<file path="src/rtl/alu_pkg.sv">
// ---------------------------------------------------------------------------
// alu_pkg
// Shared definitions for the ALU result path.
//   res_src_e      : encoding of the result source carried alongside each entry
//   CMP_OUT_WIDTH  : width of the compare unit result
//   DROP_CNT_WIDTH : width of the saturating lost-result counter
//   even_parity()  : parity bit that makes the total number of ones even
// ---------------------------------------------------------------------------
package alu_pkg;

  typedef enum logic [1:0] {
    SRC_ARITH = 2'b00,
    SRC_LOGIC = 2'b01,
    SRC_CMP   = 2'b10,
    SRC_SHIFT = 2'b11
  } res_src_e;

  localparam int CMP_OUT_WIDTH  = 3;
  localparam int DROP_CNT_WIDTH = 8;

  // Even parity over a 64-bit-or-narrower vector (callers zero-extend).
  function automatic logic even_parity(input logic [63:0] v);
    return ^v;
  endfunction

endpackage

</file>
<file path="src/rtl/alu_res_fifo.sv">
// ---------------------------------------------------------------------------
// alu_res_fifo
// Generic synchronous first-word-fall-through FIFO.
//   clk_i    : clock, rising edge
//   rst_i    : asynchronous active-high reset (empties the FIFO)
//   push_i   : write request; accepted when not full, or when full and a pop
//              happens on the same edge
//   wdata_i  : write data
//   pop_i    : read request; ignored while empty
//   rdata_o  : head entry, forced to zero while empty
//   valid_o  : FIFO is non-empty
//   full_o   : FIFO holds DEPTH entries
// DEPTH must be a power of two (>= 2) so the pointers wrap naturally.
// ---------------------------------------------------------------------------
module alu_res_fifo #(
  parameter int WIDTH = 8,
  parameter int DEPTH = 4
) (
  input  logic             clk_i,
  input  logic             rst_i,
  input  logic             push_i,
  input  logic [WIDTH-1:0] wdata_i,
  input  logic             pop_i,
  output logic [WIDTH-1:0] rdata_o,
  output logic             valid_o,
  output logic             full_o
);

  localparam int PTR_W = (DEPTH > 1) ? $clog2(DEPTH) : 1;
  localparam int CNT_W = $clog2(DEPTH + 1);

  logic [WIDTH-1:0] mem_q [DEPTH];
  logic [PTR_W-1:0] wr_ptr_q, wr_ptr_d;
  logic [PTR_W-1:0] rd_ptr_q, rd_ptr_d;
  logic [CNT_W-1:0] count_q, count_d;
  logic             empty, full, do_push, do_pop;

  assign empty   = (count_q == '0);
  assign full    = (count_q == CNT_W'(DEPTH));
  assign do_pop  = pop_i && !empty;
  // A full FIFO still accepts a write when the head leaves on the same edge.
  assign do_push = push_i && (!full || do_pop);

  always_comb begin
    wr_ptr_d = wr_ptr_q;
    rd_ptr_d = rd_ptr_q;
    count_d  = count_q;
    if (do_push) wr_ptr_d = wr_ptr_q + PTR_W'(1);
    if (do_pop)  rd_ptr_d = rd_ptr_q + PTR_W'(1);
    case ({do_push, do_pop})
      2'b10:   count_d = count_q + CNT_W'(1);
      2'b01:   count_d = count_q - CNT_W'(1);
      default: count_d = count_q;
    endcase
  end

  always_ff @(posedge clk_i or posedge rst_i) begin
    if (rst_i) begin
      wr_ptr_q <= '0;
      rd_ptr_q <= '0;
      count_q  <= '0;
    end else begin
      wr_ptr_q <= wr_ptr_d;
      rd_ptr_q <= rd_ptr_d;
      count_q  <= count_d;
    end
  end

  // Storage needs no reset: the head is masked while the FIFO is empty.
  always_ff @(posedge clk_i) begin
    if (do_push) mem_q[wr_ptr_q] <= wdata_i;
  end

  assign rdata_o = empty ? '0 : mem_q[rd_ptr_q];
  assign valid_o = !empty;
  assign full_o  = full;

endmodule

</file>
<file path="src/rtl/alu_result_collector.sv">
// ---------------------------------------------------------------------------
// alu_result_collector
// Collects results from the arith/logic/shift/compare units into a FWFT FIFO.
//   CLK, RST              : clock and asynchronous active-high reset
//   Arith_OUT/Carry_OUT/Arith_Flag : arithmetic result, carry, valid
//   Logic_OUT/Logic_Flag  : logic result, valid
//   Shift_OUT/Shift_Flag  : shift result, valid
//   CMP_OUT/CMP_Flag      : compare result, valid
//   RES_DATA/RES_CARRY/RES_SRC : head entry (zero while empty)
//   RES_VALID/RES_READY   : valid/ready handshake. The head is transferred on
//                           every rising edge where both are high; the head
//                           holds steady while valid is high and ready is low.
//   FULL                  : FIFO holds DEPTH entries
//   DROP_CNT              : saturating count of results lost to a full FIFO
//   MULTI_ERR             : one-cycle pulse after an edge that saw >1 flag
//   RES_PARITY            : even parity of the head entry, only when the
//                           ALU_RESULT_PARITY_EN macro is defined
// ---------------------------------------------------------------------------
module alu_result_collector
  import alu_pkg::*;
#(
  parameter int OP_DATA_WIDTH = 16,
  parameter int DEPTH         = 4
) (
  input  logic                         CLK,
  input  logic                         RST,
  input  logic [2*OP_DATA_WIDTH-1:0]   Arith_OUT,
  input  logic                         Carry_OUT,
  input  logic                         Arith_Flag,
  input  logic [OP_DATA_WIDTH-1:0]     Logic_OUT,
  input  logic                         Logic_Flag,
  input  logic [OP_DATA_WIDTH-1:0]     Shift_OUT,
  input  logic                         Shift_Flag,
  input  logic [CMP_OUT_WIDTH-1:0]     CMP_OUT,
  input  logic                         CMP_Flag,
  output logic [2*OP_DATA_WIDTH-1:0]   RES_DATA,
  output logic                         RES_CARRY,
  output logic [1:0]                   RES_SRC,
  output logic                         RES_VALID,
  input  logic                         RES_READY,
  output logic                         FULL,
  output logic [DROP_CNT_WIDTH-1:0]    DROP_CNT,
  output logic                         MULTI_ERR
`ifdef ALU_RESULT_PARITY_EN
  ,
  output logic                         RES_PARITY
`endif
);

  localparam int RES_W  = 2 * OP_DATA_WIDTH;
  localparam int BASE_W = RES_W + 3;        // {carry, src, data}
`ifdef ALU_RESULT_PARITY_EN
  localparam int ENTRY_W = BASE_W + 1;      // parity kept in the MSB
`else
  localparam int ENTRY_W = BASE_W;
`endif

  logic [3:0]               flag_vec;
  logic [2:0]               n_flags;
  logic                     one_flag, multi_flag;
  logic [RES_W-1:0]         fmt_data;
  res_src_e                 fmt_src;
  logic                     fmt_carry;
  logic [BASE_W-1:0]        fmt_base;
  logic [ENTRY_W-1:0]       push_entry, head_entry;
  logic                     pop, drop;
  logic [DROP_CNT_WIDTH-1:0] drop_cnt_q, drop_cnt_d;
  logic                     multi_err_q, multi_err_d;

  assign flag_vec   = {Arith_Flag, Logic_Flag, CMP_Flag, Shift_Flag};
  assign n_flags    = 3'($countones(flag_vec));
  assign one_flag   = (n_flags == 3'd1);
  assign multi_flag = (n_flags > 3'd1);

  always_comb begin
    fmt_data  = '0;
    fmt_src   = SRC_ARITH;
    fmt_carry = 1'b0;
    if (Arith_Flag) begin
      fmt_data  = Arith_OUT;
      fmt_carry = Carry_OUT;
    end else if (Logic_Flag) begin
      fmt_data  = RES_W'(Logic_OUT);
      fmt_src   = SRC_LOGIC;
    end else if (CMP_Flag) begin
      fmt_data  = RES_W'(CMP_OUT);
      fmt_src   = SRC_CMP;
    end else if (Shift_Flag) begin
      fmt_data  = RES_W'(Shift_OUT);
      fmt_src   = SRC_SHIFT;
    end
  end

  assign fmt_base = {fmt_carry, fmt_src, fmt_data};
`ifdef ALU_RESULT_PARITY_EN
  assign push_entry = {even_parity(64'(fmt_base)), fmt_base};
`else
  assign push_entry = fmt_base;
`endif

  assign pop  = RES_VALID && RES_READY;
  // A single offered result is lost only when the FIFO cannot make room.
  assign drop = one_flag && FULL && !pop;

  always_comb begin
    drop_cnt_d  = drop_cnt_q;
    multi_err_d = multi_flag;
    if (drop && (drop_cnt_q != '1)) drop_cnt_d = drop_cnt_q + DROP_CNT_WIDTH'(1);
  end

  always_ff @(posedge CLK or posedge RST) begin
    if (RST) begin
      drop_cnt_q  <= '0;
      multi_err_q <= 1'b0;
    end else begin
      drop_cnt_q  <= drop_cnt_d;
      multi_err_q <= multi_err_d;
    end
  end

  alu_res_fifo #(
    .WIDTH (ENTRY_W),
    .DEPTH (DEPTH)
  ) u_fifo (
    .clk_i   (CLK),
    .rst_i   (RST),
    .push_i  (one_flag),
    .wdata_i (push_entry),
    .pop_i   (RES_READY),
    .rdata_o (head_entry),
    .valid_o (RES_VALID),
    .full_o  (FULL)
  );

  assign RES_DATA  = head_entry[RES_W-1:0];
  assign RES_SRC   = head_entry[RES_W+1:RES_W];
  assign RES_CARRY = head_entry[RES_W+2];
`ifdef ALU_RESULT_PARITY_EN
  assign RES_PARITY = head_entry[ENTRY_W-1];
`endif
  assign DROP_CNT  = drop_cnt_q;
  assign MULTI_ERR = multi_err_q;

endmodule
</file>
<file path="config.mk">
export PLATFORM = sky130hd
export DESIGN_NAME = alu_result_collector
export DESIGN_NICKNAME = d
export VERILOG_FILES = /design/src/rtl/alu_pkg.sv /design/src/rtl/alu_res_fifo.sv /design/src/rtl/alu_result_collector.sv
export SDC_FILE = /design/constraint.sdc
export NUM_CORES = 1
export LEC_CHECK = 0
export BUFFER_PORTS_ARGS = -buffer_cell sky130_fd_sc_hd__buf_4
export CORE_MARGIN = 3
export CORE_UTILIZATION = 56
export DETAILED_ROUTE_END_ITERATION = 12
export MAX_ROUTING_LAYER = met4
export PLACE_DENSITY = 0.8
export SLEW_MARGIN = 20
export SYNTH_ARGS = -nofsm -noshare
export SYNTH_HDL_FRONTEND = slang
export SYNTH_SLANG_ARGS = --single-unit
</file>
<file path="constraint.sdc">
create_clock -name CLK -period 2.83 [get_ports CLK]
set_input_delay 0.283 -clock CLK [delete_from_list [all_inputs] [get_ports CLK]]
set_output_delay 0.283 -clock CLK [all_outputs]
set_load 0.05 [all_outputs]
</file>
# Yosys cells after proc, flatten, opt, wreduce, memory -nomap -nowiden
# Memory sizes are Yosys's and may differ from the RTL's.
# Index checks and enable logic that the tools add are counted.
[op_classes]
add_sub_neg = 8
magnitude_cmp = 1
n_eq_ne = 5
muxes = 13
n_reduce_logical = 11
[ops]
columns = ["operator", "count"]
rows = [
  ["16-bit two-way mux", 3],
  ["35-bit two-way mux", 1],
  ["32-bit two-way mux", 1],
  ["8-bit by 1-bit adder with 8-bit output (second input constant)", 1],
  ["2-bit two-way mux", 4],
  ["8-bit != test (second input constant)", 1],
  ["3-bit case mux with 2 select lines", 1],
  ["1-bit logical AND", 5],
  ["1-bit by 1-bit adder with 2-bit output", 2],
  ["2-bit by 1-bit adder with 2-bit output (second input constant)", 2],
  ["2-bit by 2-bit adder with 3-bit output", 1],
  ["3-bit by 1-bit adder with 3-bit output (second input constant)", 1],
  ["3-bit by 1-bit == test with 1-bit output (second input constant)", 1],
  ["3-bit == test (second input constant)", 1],
  ["3-bit by 1-bit greater-than comparator with 1-bit output (second input constant)", 1],
  ["1-bit logical NOT", 3],
  ["3-bit logical NOT", 1],
  ["1-bit two-way mux", 3],
  ["3-bit by 1-bit subtractor with 3-bit output (second input constant)", 1],
  ["2-bit by 1-bit == test with 1-bit output (second input constant)", 1],
  ["2-bit == test (second input constant)", 1],
  ["2-bit nonzero test", 1],
  ["1-bit logical OR", 1],
]
[word_totals]
reg_bits = 16
ram_bits = 140
memories = 1
[memory_table]
columns = ["name", "words", "width", "rd", "rd_clocked_by_memory_dff", "write_ports", "line_no", "text"]
rows = [
  ["u_fifo.mem_q", 4, 35, 1, 0, 1, "alu_res_fifo.sv:32", "logic [WIDTH-1:0] mem_q [DEPTH];"],
]

# Logic depth before layout (Yosys ltp)
# Gate-level depths: netlist of the first run.
[depth]
word_depth = 7
ltp_mapped = 18

# Cells and area by module
# From an unflattened synthesis of the first run, not the netlist that was laid out.
[hier_totals]
cells_unflattened = 411
area_unflattened_um2 = 6801.5
[modules_own_cells]
columns = ["mod", "n_inst", "cells_each", "area_each_um2", "seq_area_each_um2"]
rows = [
  ["alu_res_fifo", 1, 276, 5795.6, 4379.2],
  ["alu_result_collector", 1, 135, 1006.0, 225.2],
]

# Least setup slack after synthesis of the first run
# Ideal clock, no wire load.
[synth_path]
path_kind = "input port to flip-flop"
startpoint = "input port Arith_Flag"
endpoint = "memory u_fifo.mem_q[0][0] in the netlist's numbering, enable pin"
setup_ps = 396
arrival_time_ps = 3363
t_required_ps = 2434
slack_ps = -928
stages = 12
cell_sequence = "clkbuf_1 -> clkbuf_1 -> inv_1 -> fa_1 -> inv_1 -> ha_1 -> inv_1 -> ha_1 -> nor3b_4 -> nor2b_1 -> buf_2 -> and2_1"
[synth_between]
elab_chain_len = 6
[synth_lines]
columns = ["element", "line_no", "text"]
rows = [
  ["from (decl)", "alu_result_collector.sv:29", "input logic Arith_Flag,"],
  ["1-bit by 1-bit adder with 2-bit output (not written as such)", "alu_result_collector.sv:71", "assign n_flags = 3'($countones(flag_vec));"],
  ["2-bit by 2-bit adder with 3-bit output (not written as such)", "alu_result_collector.sv:71", ""],
  ["3-bit by 1-bit == test with 1-bit output", "alu_result_collector.sv:72", "assign one_flag = (n_flags == 3'd1);"],
  ["1-bit logical AND", "alu_res_fifo.sv:42", "assign do_push = push_i && (!full || do_pop);"],
  ["1-bit two-way mux", "alu_res_fifo.sv:71", "if (do_push) mem_q[wr_ptr_q] <= wdata_i;"],
  ["1-bit two-way mux (not written as such)", "alu_res_fifo.sv:71", ""],
  ["to (decl)", "alu_res_fifo.sv:32", ""],
]
# No other way between the ends.

# Worst setup path after layout of the first run
[layout_path]
startpoint = "input port Logic_Flag"
endpoint = "register u_fifo.count_q[2]"
[layout_between]
elab_chain_len = 6
[layout_lines]
columns = ["element", "line_no", "text"]
rows = [
  ["from (decl)", "alu_result_collector.sv:31", "input logic Logic_Flag,"],
  ["1-bit by 1-bit adder with 2-bit output (not written as such) (*)", "alu_result_collector.sv:71", ""],
  ["2-bit by 2-bit adder with 3-bit output (not written as such) (*)", "alu_result_collector.sv:71", ""],
  ["3-bit by 1-bit == test with 1-bit output (*)", "alu_result_collector.sv:72", ""],
  ["1-bit logical AND (*)", "alu_res_fifo.sv:42", ""],
  ["2-bit by 1-bit == test with 1-bit output or 2-bit == test (tied branches)", "alu_res_fifo.sv:50", "case ({do_push, do_pop})"],
  ["3-bit case mux with 2 select lines or 2-bit nonzero test (tied branches)", "--", ""],
  ["to (signal assigned)", "alu_res_fifo.sv:65", "count_q <= count_d;"],
  ["to (decl)", "alu_res_fifo.sv:35", "logic [CNT_W-1:0] count_q, count_d;"],
]
# Mark *: on every way between the ends. The rest lies on a longest branch, timed or not.
# A chain may end at the register's enable or synchronous reset.

==> impl_metrics.toml, run 1 <==
[worst_hold_path]
worstHoldStart = "Carry_OUT"
min_to = "u_fifo.mem_q[1][34]$_DFFE_PP_"
holdPathStages = 2
hold_path.class = "input port to register"

[worst_setup_path]
path_class = "input port to register"
cpMostUsedCell = "inv_2"
startpoint_type = "input port"
rrSetupSlack_ps = 570
path_buf_inv = 6
rr_worst_depth = 9
timing.rr.start = "u_fifo.count_q[0]$_DFFE_PP0P_"
critPathCaptureType = "register"
worstPathRequired_ps = 3140
cp_max_fo = 2
worstPathCellList = "buf_4 > inv_1 > fa_1 > inv_1 > ha_2 > inv_2 > ha_4 > nor3b_4 > nor2b_1 > inv_2 > ha_4 > inv_2 > fa_2 > xor2_1 > nor2_1 > xor2_1"
cp_slowest_cell = "fa_1"
critPathMaxStageDelay_ps = 420
cp_top_family = "adder cells"
r2r-end = "u_fifo.count_q[2]$_DFFE_PP0P_"
crit_arrival_ps = 2840

[timing]
tns_ps = 0
hold_violations = 0
setup_viol = 0
fmax_mhz = 395
maxSlewViolCount = 0
worst_slew_pin_slew_ps = 608
period_needed_ps = 2530
fin_skew_ps = 11.5
rsz0062_at_grt = "false"
slew_headroom = 0.594
period_share = 0.894

[cells_and_area]
synthToLayoutAreaGrowth_pct = 28.2
num_antenna_cells = 0
fin_nets = 622
fin_area_um2 = 8630
final_core_util = 0.746
instances_no_fill = 691
layout-drive-gt1-share = 0.411

[die]
start_util = 0.582
core_area_um2 = 11600
die_area_um2 = 13400
ioPinCount = 121
fp.dieH_um = 116
die_w_um = 116
rows = 39

[synthesis]
synth_mux_area_frac = 0.122
ys_ff_latch = 156
yosys.area_share.simple = 0.0918
synth_fa_ha_area_frac = 0.0245
yosysSeqAreaShare = 0.684
synthXorXnorAreaFrac = 0.0143
synthCells = 397
synth_compound_area_frac = 0.0379
yosysWarnings = 0
syn-cell-area_um2 = 6730
synth_fp_nets = 484
avgSynthCellArea_um2 = 17.0
synth.distinct_cells = 37
synth_top_family_by_area = "multiplexers"

[place]
hpwlAfterDp_um = 8740
port_buffers = 120
globalplace.congestion = 0.790
placed_cell_area_um2 = 8020
dp.cells = 658

[detailed_routing]
dr.pass1.iters = 4
antenna_left = 0
drt_iter0_markers = 233
avgViaCountPerCell = 5.65
wl_per_cell_um = 19.7
vias = 3902
drc = 0
wirelength_um = 13600

[grt]
grt_pass1_wl_um = 21400
track_usage = 0.224
antenna_found_initial = 0
grt_max_degree = 52
grt_pass1_vias = 4169
grt_overflow = 0

[clock_network]
ctsLongestPathBuffers = 2
cts_sinks = 156
worstSkewPairLatency_ps = 410
cts-root-buf = "clkbuf_16"
clkTransAtPathRegs_ps = 60
htree_levels = 4
cts_tree = "yes"
cts_hold_buffers = 1
numCtsBuffers = 17
post_cts_resized = 0
post-cts-setup-buffers = 0

[power_and_ir_drop]
p_leak_uw = 0.00325
irDropWorstVdd_uv = 847
p_comb_frac = 0.431
power.switching_uw = 3460
clockPowerShare = 0.245
p_seq_frac = 0.325
p_int_uw = 5760
p_per_area_nw_per_um2 = 1070
p_sw_frac = 0.375

[run_status]
status = "complete, no violations"

[flow_run]
maxCapViolCount = 0
metal layers:
metal,up-vias,global-route usage,part of all wire
li1,1789,-,-
met1,1964,0.276,0.41
met2,129,0.363,0.53
met3,20,0.0548,0.045
met4,0,0.0874,0.019
met5,-,-,0
kinds of logic after synthesis:
| group | after synthesis |
|---|---|
| AO/OA/AOI/OAI | 39 |
| XOR/XNOR | 11 |
| adder cells (fa/ha/maj) | 12 |
| buffers and inverters | 35 |
| flip-flops | 156 |
| multiplexers | 38 |
| AND/OR/NAND/NOR | 106 |
synth_stat cells (all sizes together):
cell	instances	area (um^2)
nand2b	1	6.26
clkbuf	9	33.8
a221o	3	30.0
nand4	2	18.8
xor2	5	43.8
buf	13	88.8
nor3	4	25.0
mux2i	1	10.0
ha	10	125
dfrtp	16	400
o211ai	1	12.5
nor2	5	18.8
fa	2	40.0
or3	1	6.26
a21oi	1	5.00
xnor2	6	52.6
o211a	1	10.0
edfxtp	140	4200
nand2	27	101
o21ai	20	100
nand3	3	15.0
a22oi	13	97.6
and2	58	365
nor3b	1	18.8
mux4	35	788
nor4b	1	23.8
inv	13	48.8
nor2b	2	12.5
and3	1	6.26
mux2	2	22.5
cells in the final DEF (no fill, tap or decap), types with 2 or more instances in the layout:
| cell type | Yosys | final |
|---|---|---|
| mux2_1 | 2 | 2 |
| xor2_1 | 5 | 5 |
| nand3_1 | 3 | 3 |
| o21ai_0 | 3 | 3 |
| mux4_2 | 35 | 35 |
| nor2_1 | 5 | 5 |
| clkinv_4 | 0 | 3 |
| clkbuf_16 | 0 | 17 |
| and2_4 | 1 | 5 |
| xnor2_1 | 6 | 6 |
| nor2b_1 | 2 | 2 |
| o21ai_1 | 17 | 17 |
| a22oi_1 | 13 | 13 |
| dfrtp_2 | 0 | 2 |
| nand2_1 | 27 | 27 |
| bufinv_16 | 0 | 3 |
| nor3_1 | 3 | 3 |
| inv_1 | 12 | 9 |
| inv_2 | 1 | 4 |
| and2_1 | 57 | 53 |
| a221o_1 | 3 | 3 |
| ha_4 | 0 | 2 |
| clkinvlp_4 | 0 | 5 |
| edfxtp_1 | 140 | 140 |
| buf_12 | 0 | 11 |
| buf_4 | 0 | 129 |
| ha_1 | 10 | 7 |
| dfrtp_1 | 16 | 14 |
flip-flops by register name (all words and copies together), names as in the netlist:
signal / flops
u_fifo.mem_q: 140
MULTI_ERR: 1
u_fifo.wr_ptr_q: 2
u_fifo.rd_ptr_q: 2
u_fifo.count_q: 3
DROP_CNT: 8
power by group through the flow:
stage,logic [uW],clock network (uW),registers [uW]
CTS,4020,2280,2990
detailed placement,4000,0,3030
global placement,3940,0,3010
global route,4200,2390,3020
finish,3970,2260,2990
floorplan,2840,0,3030
worst reg2reg max path, stage by stage, from the launching register on:
cell	delay, ps
dfrtp_1	440
nor4b_4	430
nor2b_1	120
inv_2	90
ha_4	140
inv_2	40
fa_2	350
xor2_1	160
nor2_1	170
xor2_1	230
worst max path at each step:
stage | startpoint | endpoint | slack [ps] | depth (start not counted)
5_1_grt | Logic_Flag | u_fifo.count_q[2]$_DFFE_PP0P_ | 170 | 16
2_1_floorplan | Arith_Flag | u_fifo.count_q[2]$_DFFE_PP0P_ | -100 | 18
3_5_place_dp | Logic_Flag | u_fifo.count_q[2]$_DFFE_PP0P_ | -70 | 16
4_1_cts | Logic_Flag | u_fifo.count_q[2]$_DFFE_PP0P_ | 290 | 16
6_report | Logic_Flag | u_fifo.count_q[2]$_DFFE_PP0P_ | 300 | 16
3_3_place_gp | Logic_Flag | u_fifo.count_q[2]$_DFFE_PP0P_ | 70 | 16
layout make-up:
cell class	count	area, um^2
clock buffer	18	429
clock inverter	14	171
fill	691	2940
inverter	13	48.8
multi-input combinational	206	2000
sequential	156	4610
tap	143	179
timing repair buffer	141	1200
metrics by stage:
step,power [uW],setup WS [ps],hold slack [ps]
floorplan,5870,-105,197
global placement,6950,70.6,395
detailed placement,7030,-65.7,395
CTS,9300,291,227
global route,9610,175,238
finish,9220,300,240
(Power assumes the default switching activity.)
==> run 2: changes to the inputs <==
Settings changed: SYNTH_HIERARCHICAL set to 1.
==> impl_metrics.toml, run 2 <==
[detailed_routing]
vias = 4058
wl_per_cell_um = 20.7
drt_iter0_markers = 301
drc = 0
dr.pass1.iters = 5
avgViaCountPerCell = 5.78
wirelength_um = 14500
antenna_left = 0

[synthesis]
avgSynthCellArea_um2 = 16.5
ys_ff_latch = 156
synthFlopType = "edfxtp_1"
synth_fp_nets = 496
synth.most_common_cell = "edfxtp_1"
synth_common_cells = "edfxtp_1 (140), and2_1 (57), mux4_2 (35), nand2_1 (23), o21ai_0 (22)"
yosysWarnings = 6
synth.area.top_cells = "edfxtp_1 (62%), mux4_2 (12%), dfrtp_1 (5.9%)"
synth_edf_count = 140
yosysSeqAreaShare = 0.677
synth.distinct_cells = 46
synth_top_cell_area_share = 0.618
syn-cell-area_um2 = 6800
ys_async_sr_fraction = 0.103
synth_largest_area_cell = "edfxtp_1"
synthCells = 411

[die]
fp.dieH_um = 116
core_area_um2 = 11700
die_area_um2 = 13500
start_util = 0.583
die_w_um = 116
rows = 39
ioPinCount = 121

[worst_setup_path]
timing.rr.start = "u_fifo/count_q[0]$_DFFE_PP0P_"
worstPathRequired_ps = 2550
critPathCaptureType = "output pin"
startpoint_type = "register"
cp_max_fo = 22
crit_arrival_ps = 2190
path_class = "register to output pin"
critical_path.startpoint = "u_fifo/rd_ptr_q[1]$_DFFE_PP0N_"

[clock_network]
post-cts-setup-buffers = 0
post_cts_resized = 0
cts_sinks = 156
cts-root-buf = "clkbuf_16"
htree_levels = 4
cts_tree = "yes"
clkTransAtPathRegs_ps = 60
ctsLongestPathBuffers = 2
worstSkewPairLatency_ps = 420
cts_hold_buffers = 1
numCtsBuffers = 17

[grt]
grt_pass1_wl_um = 22600
antenna_found_initial = 0
grt_pass1_vias = 4204
grt_overflow = 0
track_usage = 0.239
grt_max_degree = 52

[power_and_ir_drop]
irDropWorstVdd_uv = 780
total_power_uw = 9140
p_leak_uw = 0.00325
p_per_area_nw_per_um2 = 1060

[timing]
fmax_mhz = 405
period_share = 0.872
hold_violations = 0
period_needed_ps = 2470
whs_ps = 204
slew_headroom = 0.655
worst_slew_pin_slew_ps = 512
setup_viol = 0
fin_skew_ps = 4.66
rsz0062_at_grt = "false"
tns_ps = 0
maxSlewViolCount = 0

[cells_and_area]
largest_register_ffs = 140
layout_common_cells = "edfxtp_1 (140), buf_4 (130), and2_1 (53), mux4_2 (35), nand2_1 (23)"
top_register = "u_fifo/mem_q"
layout-drive-gt1-share = 0.388
nFillCells = 704
synthToLayoutAreaGrowth_pct = 26.3
instances_no_fill = 702
fin_nets = 632
fin_area_um2 = 8590
mostFrequentLayoutCell = "edfxtp_1"
num_antenna_cells = 0

[place]
placed_cell_area_um2 = 8040
port_buffers = 120
dp.cells = 670
globalplace.congestion = 0.840
hpwlAfterDp_um = 9870

[worst_hold_path]
worstHoldStart = "RES_READY"
hold_path.class = "input port to register"

[run_status]
status = "complete, no violations"

[flow_run]
maxCapViolCount = 0
[run 2: path summary, 6_finish.rpt]
check | slack [ps] | cells after the start | endpoint
max | 360 | 4 | RES_DATA[29]
max reg2reg | 700 | 6 | DROP_CNT[5]$_DFFE_PP0P_
min | 200 | 3 | u_fifo/rd_ptr_q[0]$_DFFE_PP0N_
max in group asynchronous | 2160 | 3 | DROP_CNT[2]$_DFFE_PP0P_
min reg2reg | 590 | 1 | DROP_CNT[0]$_DFFE_PP0P_
min in group asynchronous | 380 | 3 | u_fifo/count_q[0]$_DFFE_PP0P_
[run 2: through the flow]
| stage | setup slack [ps] | utilization |
|---|---|---|
| after floorplan | 3.94 | - |
| after global placement | 192 | 0.690 |
| after detailed placement | 92.5 | 0.690 |
| after CTS | 304 | 0.737 |
| after global routing | 281 | 0.737 |
| final | 361 | 0.737 |
[run 2: power breakdown]
| part | total [uW] | internal, uW | switching (uW) |
|---|---|---|---|
| clock | 2060 | 1270 | 796 |
| sequential | 3030 | 2850 | 180 |
| combinational | 4050 | 1540 | 2510 |
[run 2: cells by family (layout without fill, tap and decap cells)]
group | count (synthesis) | count (layout) | synth area share
buffers and inverters | 39 | 187 | 0.0269
multiplexers | 41 | 41 | 0.127
XOR/XNOR | 6 | 6 | 0.00773
AO/OA/AOI/OAI | 49 | 49 | 0.0473
AND/OR/NAND/NOR | 110 | 110 | 0.0936
flip-flops | 156 | 156 | 0.677
adder cells (fa/ha/maj) | 10 | 10 | 0.0206
[run 2: final cells by class]
cell class,instances,area [um^2],area share
clock buffer,19,433,0.0504
sequential,156,4610,0.536
tap,143,179,0.0208
inverter,16,60.1,0.00699
multi-input combinational,216,2040,0.238
timing repair buffer,140,1170,0.136
clock inverter,12,105,0.0122
[run 2: worst max-delay path, cell delays in order (launching register included)]
cell and delay [ps]:
dfrtp_2 610, buf_4 400, mux4_2 400, and2_1 180, buf_4 180
[run 2: routing by layer]
layer  up-vias  global-route usage  share of wire
met5         -                   -              0
met4         0              0.0905          0.024
met3        31              0.0565          0.061
met2       158               0.399           0.52
met1      2030               0.286           0.39
li1       1839                   -              -
==> run 3: changes to the inputs <==
Settings changed: CELL_PAD_IN_SITES_DETAIL_PLACEMENT set to 0, CELL_PAD_IN_SITES_GLOBAL_PLACEMENT set to 1, CORE_UTILIZATION 56 to 47, SYNTH_HIERARCHICAL 1 to unset.
==> impl_metrics.toml, run 3 (same netlist as run 1, synthesis figures left out) <==
[timing]
setup_viol = 0
worst_slew_pin_slew_ps = 616
slew_headroom = 0.589
fmax_mhz = 411
fin_ws_ps = 397
period_needed_ps = 2430
period_share = 0.860
rsz0062_at_grt = "false"
fin_skew_ps = 7.53
whs_ps = 232
tns_ps = 0
maxSlewViolCount = 0
hold_violations = 0

[die]
core_area_um2 = 13900
rows = 43
die_area_um2 = 15800
start_util = 0.483
fp.dieH_um = 126
die_w_um = 126
ioPinCount = 121

[clock_network]
htree_levels = 4
clkTransAtPathRegs_ps = 60
numCtsBuffers = 17
worstSkewPairLatency_ps = 410
ctsLongestPathBuffers = 2
post_cts_resized = 0
cts_sinks = 156
cts_tree = "yes"
cts-root-buf = "clkbuf_16"
post-cts-setup-buffers = 0

[cells_and_area]
instances_no_fill = 727
layout_common_cells = "edfxtp_1 (140), buf_4 (129), and2_1 (53), mux4_2 (35), nand2_1 (27)"
layout-drive-gt1-share = 0.411
num_antenna_cells = 0
fin_nets = 621
mostFrequentLayoutCell = "edfxtp_1"
largest_register_ffs = 140
synthToLayoutAreaGrowth_pct = 29.6
top_register = "u_fifo.mem_q"

[worst_setup_path]
rr_worst_depth = 9
path_class = "register to output pin"
rrSetupSlack_ps = 680
crit_arrival_ps = 2150
cp_max_fo = 20
critPathCaptureType = "output pin"
startpoint_type = "register"
timing.rr.start = "u_fifo.count_q[0]$_DFFE_PP0P_"
r2r-end = "u_fifo.count_q[2]$_DFFE_PP0P_"
worstPathRequired_ps = 2550

[worst_hold_path]
hold_path.class = "input port to register"
holdPathStages = 2
min_to = "u_fifo.mem_q[1][25]$_DFFE_PP_"
worstHoldStart = "Arith_OUT[25]"

[grt]
track_usage = 0.183
grt_overflow = 0
grt_max_degree = 52
grt_pass1_vias = 4094
grt_pass1_wl_um = 21800
antenna_found_initial = 0

[place]
dp.cells = 694
globalplace.congestion = 0.744
port_buffers = 120
place_ws_ps = -6.19
hpwlAfterDp_um = 8940

[detailed_routing]
drt_iter0_markers = 252
antenna_left = 0
wl_per_cell_um = 18.4
vias = 3816
drc = 0
dr.pass1.iters = 6
wirelength_um = 13300
avgViaCountPerCell = 5.25

[run_status]
status = "complete, no violations"

[flow_run]
maxCapViolCount = 0

[power_and_ir_drop]
p_leak_uw = 0.00329
total_power_uw = 9470
irDropWorstVdd_uv = 560
p_per_area_nw_per_um2 = 1080
==> run 3: changes by cell type in the layout (fill, tap and decap cells not counted), sizes merged, moves of 3 or more <==
| cell | change |
|---|---|
| bufinv | +4 |
| xor2 | +4 |
| mux2 | -4 |
| clkinv | -4 |
| nand3 | -3 |
| nand2 | +4 |
| nor3 | +3 |
==> run 3: critical path, cell delays in order, from the launching register on <==
cell	delay (ps)
dfrtp_2	680
buf_4	340
mux4_2	350
and2_1	190
buf_4	190
==> run 3: worst max-delay path by stage <==
stage	cells past startpoint	start	slack (ps)	to
after detailed placement	16	Logic_Flag	-6	u_fifo.count_q[2]$_DFFE_PP0P_
after global placement	16	Logic_Flag	40	u_fifo.count_q[2]$_DFFE_PP0P_
after CTS	4	u_fifo.rd_ptr_q[1]$_DFFE_PP0P_	340	RES_SRC[1]
final	4	u_fifo.rd_ptr_q[1]$_DFFE_PP0P_	400	RES_DATA[3]
after global routing	16	Logic_Flag	260	u_fifo.count_q[2]$_DFFE_PP0P_
after floorplan	18	Arith_Flag	-100	u_fifo.count_q[2]$_DFFE_PP0P_
==> run 3: stage by stage <==
stage / utilization / area (um^2)
after CTS: 0.626 / 8730
after global routing: 0.626 / 8730
final: 0.626 / 8730
after floorplan: - / 6790
after global placement: 0.577 / 8050
after detailed placement: 0.577 / 8050
==> run 3: final cells by class <==
cell class	count	area, um^2
Timing Repair Buffer	140	1180
Fill cell	1015	5210
Tap cell	180	225
Clock buffer	18	429
Clock inverter	14	243
Multi-Input combinational cell	206	2000
Sequential cell	156	4610
Inverter	13	48.8
==> run 3: routing by layer <==
layer	wire [um]	global-route usage
met5	0	-
met4	117	0.0510
met3	674	0.0360
met2	6990	0.311
met1	5560	0.227
==> run 3: power by group <==
part / switching, uW / internal (uW)
sequential: 174 / 2840
combinational: 2390 / 1520
clock: 879 / 1660
==> run 3: repair_timing <==
item	4_1_cts	5_1_grt
endpoints found under the setup margin	0	0
hold buffers	1	0
endpoints found under the hold margin	16	0
